### src/rtl/luma_invert_stage.sv
// Video pixel stage: measures per-frame mean luma, decides light/dark with hysteresis,
// and inverts RGB on light frames while forwarding sync/DE with a fixed 3-cycle latency.
module luma_invert_stage #(
  parameter int unsigned THR_HI  = 128,
  parameter int unsigned THR_LO  = 112,
  parameter int unsigned MIN_PIX = 1024,
  parameter int unsigned ACC_W   = 32,
  parameter int unsigned CNT_W   = 22
) (
  input  logic        clk_i,
  input  logic        rst_i,
  input  logic [1:0]  mode_i,
  input  logic        hs_i,
  input  logic        vs_i,
  input  logic        de_i,
  input  logic [23:0] data_i,
  output logic        hs_o,
  output logic        vs_o,
  output logic        de_o,
  output logic [23:0] data_o,
  output logic        is_light_o,
  output logic        frame_done_o
);

  localparam logic [63:0] ACC_MAX = (64'd1 << ACC_W) - 64'd1;

  typedef enum logic [1:0] {
    WAIT_VS = 2'd0,
    ACCUM   = 2'd1,
    DECIDE  = 2'd2,
    APPLY   = 2'd3
  } state_t;

  state_t state;

  logic             hs1, vs1, de1;
  logic [23:0]      data1;
  logic [7:0]       gray1;
  logic             hs2, vs2, de2;
  logic [23:0]      data2;
  logic [ACC_W-1:0] acc, acc_s, hi, lo;
  logic [CNT_W-1:0] cnt, cnt_s;
  logic             light;
  logic             vs_pend;

  logic [15:0]      gray_sum_c;
  logic [ACC_W:0]   acc_sum_c;
  logic [ACC_W-1:0] acc_inc_c;
  logic [CNT_W-1:0] cnt_inc_c;
  logic [63:0]      prod_hi_c, prod_lo_c;
  logic             vs_edge_c, acc_en_c, inv_c;

  // Luma, saturating stats increments, threshold products and the invert select.
  always_comb begin
    gray_sum_c = 16'd77 * 16'(data_i[23:16]) + 16'd150 * 16'(data_i[15:8])
               + 16'd29 * 16'(data_i[7:0]);
    acc_sum_c  = {1'b0, acc} + (ACC_W+1)'(gray1);
    acc_inc_c  = acc_sum_c[ACC_W] ? '1 : acc_sum_c[ACC_W-1:0];
    cnt_inc_c  = (&cnt) ? cnt : cnt + CNT_W'(1);
    prod_hi_c  = 64'(cnt_s) * 64'(THR_HI);
    prod_lo_c  = 64'(cnt_s) * 64'(THR_LO);
    vs_edge_c  = vs1 & ~vs2;
    acc_en_c   = de1 & ~vs1 & (state != WAIT_VS);
    inv_c      = (mode_i == 2'd2) || ((mode_i == 2'd1) && light);
  end

  assign is_light_o = light;

  always_ff @(posedge clk_i) begin
    if (rst_i) begin
      hs1          <= 1'b0;
      vs1          <= 1'b0;
      de1          <= 1'b0;
      data1        <= '0;
      gray1        <= '0;
      hs2          <= 1'b0;
      vs2          <= 1'b0;
      de2          <= 1'b0;
      data2        <= '0;
      hs_o         <= 1'b0;
      vs_o         <= 1'b0;
      de_o         <= 1'b0;
      data_o       <= '0;
      frame_done_o <= 1'b0;
      acc          <= '0;
      cnt          <= '0;
      acc_s        <= '0;
      cnt_s        <= '0;
      hi           <= '0;
      lo           <= '0;
      light        <= 1'b0;
      vs_pend      <= 1'b0;
      state        <= WAIT_VS;
    end else begin
      hs1          <= hs_i;
      vs1          <= vs_i;
      de1          <= de_i;
      data1        <= data_i;
      gray1        <= gray_sum_c[15:8];
      hs2          <= hs1;
      vs2          <= vs1;
      de2          <= de1;
      data2        <= data1;
      hs_o         <= hs2;
      vs_o         <= vs2;
      de_o         <= de2;
      data_o       <= inv_c ? ~data2 : data2;
      frame_done_o <= 1'b0;

      if (acc_en_c) begin
        acc <= acc_inc_c;
        cnt <= cnt_inc_c;
      end

      // Stats FSM; a vs edge seen during DECIDE/APPLY is replayed on the return to ACCUM.
      case (state)
        WAIT_VS: begin
          if (vs_edge_c) begin
            acc   <= '0;
            cnt   <= '0;
            state <= ACCUM;
          end
        end
        ACCUM: begin
          if (vs_edge_c || vs_pend) begin
            acc_s   <= acc;
            cnt_s   <= cnt;
            acc     <= '0;
            cnt     <= '0;
            vs_pend <= 1'b0;
            state   <= DECIDE;
          end
        end
        DECIDE: begin
          hi    <= (prod_hi_c > ACC_MAX) ? '1 : ACC_W'(prod_hi_c);
          lo    <= (prod_lo_c > ACC_MAX) ? '1 : ACC_W'(prod_lo_c);
          if (vs_edge_c) vs_pend <= 1'b1;
          state <= APPLY;
        end
        APPLY: begin
          frame_done_o <= 1'b1;
          if (cnt_s >= CNT_W'(MIN_PIX)) begin
            if (!light && (acc_s >= hi)) light <= 1'b1;
            else if (light && (acc_s < lo)) light <= 1'b0;
          end
          if (vs_edge_c) vs_pend <= 1'b1;
          state <= ACCUM;
        end
        default: state <= WAIT_VS;
      endcase
    end
  end

endmodule

### config.mk
export PLATFORM = sky130hd
export DESIGN_NAME = luma_invert_stage
export DESIGN_NICKNAME = d
export VERILOG_FILES = /design/src/rtl/luma_invert_stage.sv
export SDC_FILE = /design/constraint.sdc
export NUM_CORES = 1
export LEC_CHECK = 0
export ABC_AREA = 1
export CORE_MARGIN = 2
export CORE_UTILIZATION = 65
export DETAILED_ROUTE_END_ITERATION = 7
export GPL_TIMING_DRIVEN = 1
export PLACE_DENSITY = 0.84
export SYNTH_ARGS = -nofsm -noshare
export SYNTH_HDL_FRONTEND = slang
export SYNTH_SLANG_ARGS = --single-unit
### constraint.sdc
create_clock -name clk_i -period 9.2 [get_ports clk_i]
set_input_delay 0.92 -clock clk_i [delete_from_list [all_inputs] [get_ports clk_i]]
set_output_delay 0.92 -clock clk_i [all_outputs]
set_load 0.005 [all_outputs]
==> qor.yml <==
power_and_ir_drop:
  sequentialPowerShare: 0.248
  switching_share: 0.466
  vdd_drop_max_uv: 331
  internal_power_mw: 3.07
  p_switching_mw: 2.68
  powerDensity_nw_per_um2: 314
  pwr-share-clk: 0.184
  p_leak_nw: 8.88
  p_comb_frac: 0.568
sta:
  finalHoldViolCount: 0
  post-route-period-util: 0.752
  setup_violations: 0
  drv_slew: 0
  slew-limit-headroom: 0.347
  setup_ws_ns: 2.29
  fmax_mhz: 145
  clock-skew-final_ns: 0.0179
  worstMarginPinSlew_ns: 0.979
  finalSetupTns_ns: 0
  layout_min_cycle_time_ns: 6.91
  rsz0062_at_grt: "false"
drt:
  viasPerCell: 5.52
  wl_mm: 41.2
  vias: 14600
  post-route-drc-count: 0
  dr.pass1.iters: 6
  ant_nets: 0
  first_iter_violations: 1250
  wire_per_inst_um: 15.6
die:
  num_rows: 58
  core_area_um2: 25100
  die_h_um: 164
  ios: 60
  initial_utilization: 0.660
  die_area_um2: 26800
  die_x_um: 164
grt:
  grt_pass1_wl_mm: 68.3
  grt_usage: 0.316
  antenna_found_initial: 0
  grt_max_degree: 103
  grt_pass1_vias: 14100
  grt_overflow_total: 0
layout:
  areaGrowthSynthToFinish_pct: 10.3
  diodes: 0
  nets: 2585
  final_util: 0.728
  layout-drive-gt1-share: 0.0376
  seq_area_um2: 4960
  fillCellCount: 2034
  multi_input_comb_area_um2: 9760
placement:
  dp_hpwl_mm: 31.8
  place.gp.congestion: 0.951
  io_buffers: 59
  pre_cts_slack_ns: 1.82
min_path:
  min_path_type: "reg2reg"
synthesis:
  synthCells: 2254
  synth_top_area_frac: 0.300
  synth_nets: 2546
  synth-edff-count: 0
  synth-seq-cells: 248
  yosys.area.top_type: "dfxtp_1"
  synth-async-reset-ratio: 0
  yosys-top-cells-area: "dfxtp_1, ha_1, inv_1"
  yosysSeqAreaShare: 0.300
  synth_common_cells: "inv_1, nand2_1, dfxtp_1"
  synth.distinct_cells: 50
  synth_flop_cell: "dfxtp_1"
  ys_warn_count: 0
  postSynthAreaPerCell_um2: 7.35
  syn_area_um2: 16600
  post-synth-top-count-cell: "inv_1"
clock_tree:
  cts_buffer_depth: 3
  htreeDepth: 1
  clkTransAtPathRegs_ns: 0.06
  cts_root_buffer: "clkbuf_16"
  cts_resized: 0
  tritoncts: "done"
  cts_setup_buffers: 0
  postCtsHoldBufs: 0
  cts_inserted_buffers: 27
  clock_sink_count: 248
  clk_latency_ns: 0.53
worst_setup_path:
  cp.arrival_ns: 7.33
  worst_setup_path_start_kind: "primary input"
  cpMaxStageDelayCell: "clkdlybuf4s50_1"
  cp_max_fo: 5
  cp-end-kind: "flop"
  crit_required_ns: 9.62
  critPathKind: "in2reg"
  cp_num_buf_inv: 6
  cpPeakStageDelay_ns: 0.63
  critPathTopFamily: "adder cells"
run:
  cap_violations: 0
outcome:
  status: "finished clean"
## flip-flops by register name, summed over array words and instances, names as in the netlist, 2 cells and up
signal and count:
data1 24, hi 22, state 2, cnt_s 22
lo 24, data_o 24, acc 32, acc_s 32
cnt 22, gray1 8, data2 24
## worst min-delay path, delay by kind of cell, from the launching register on
kind	cells	cell delay, ns
flip-flops	1	0.29
AND/OR/NAND/NOR	1	0.03
buffers and inverters	1	0.04
## layout by cell type (no fill, tap or decap), drive strengths merged, types with 2 or more instances in the layout
| cell type | synthesis | final |
|---|---|---|
| or2 | 4 | 4 |
| clkbuf | 46 | 32 |
| xor2 | 22 | 22 |
| nand4 | 35 | 35 |
| o31ai | 3 | 3 |
| a211oi | 4 | 4 |
| clkdlybuf4s50 | 0 | 58 |
| nand3b | 6 | 6 |
| nor2 | 230 | 230 |
| inv | 430 | 431 |
| buf | 11 | 9 |
| fa | 78 | 78 |
| bufinv | 0 | 2 |
| nand2 | 391 | 391 |
| a21oi | 203 | 203 |
| o21bai | 9 | 9 |
| a21boi | 3 | 3 |
| and2 | 4 | 4 |
| clkinvlp | 0 | 4 |
| ha | 183 | 183 |
| a21o | 4 | 4 |
| clkinv | 1 | 9 |
| nand3 | 115 | 115 |
| dfxtp | 248 | 248 |
| nor3 | 31 | 31 |
| xnor2 | 11 | 11 |
| o21ai | 173 | 173 |
## worst paths after layout
kind	startpoint	endpoint	slack, ns	cells after the start
hold / removal	data1[9]	data2[9]	0.40	2
setup / recovery	data_i[12]	gray1[3]	2.29	25
setup reg to reg	cnt_s[1]	lo[18]	6.17	12
hold reg to reg	data1[9]	data2[9]	0.40	2
## power groups by stage
stage	Clock, mW	Sequential (mW)	Combinational [mW]
after floorplan	0	1.38	2.46
after global placement	0	1.43	3.09
after detailed placement	0	1.44	3.20
after CTS	1.06	1.42	3.23
after global routing	1.11	1.44	3.74
final	1.06	1.42	3.26
## per-stage QoR
stage          total power [mW]  cells  hold WS (ns)  area [um2]
3_3_place_gp               4.53   2594         0.390       17400
4_1_cts                    5.71   2641         0.400       18300
3_5_place_dp               4.64   2594         0.392       17400
6_report                   5.74   2641         0.401       18300
5_1_grt                    6.30   2641         0.417       18300
2_1_floorplan              3.83   2254         0.388       16600
## layout make-up
type                       instances  area share
clock buffer                      32      0.0391
inverter                         431      0.0885
sequential                       248       0.272
timing repair buffer              67      0.0353
clock inverter                    15     0.00842
tap                              330      0.0226
multi-input combinational       1518       0.534
## routing by layer
metal / global-route usage / up-vias / share of wire
met4: 0.0750 / 0 / 0.019
li1: - / 7248 / -
met3: 0.0470 / 67 / 0.070
met1: 0.447 / 6799 / 0.46
met2: 0.511 / 472 / 0.45
met5: 0 / - / 0
## cell families (layout without fill, tap and decap cells)
family | count (synthesis) | in the layout | synth area share
and+or+nand+nor | 820 | 820 | 0.211
buffers and inverters | 488 | 545 | 0.112
AOI/OAI and AO/OA | 404 | 404 | 0.127
adders and majority gates | 261 | 261 | 0.232
DFF | 248 | 248 | 0.300
xor gates and xnor gates | 33 | 33 | 0.0174
Power figures use the tool's default switching activity.
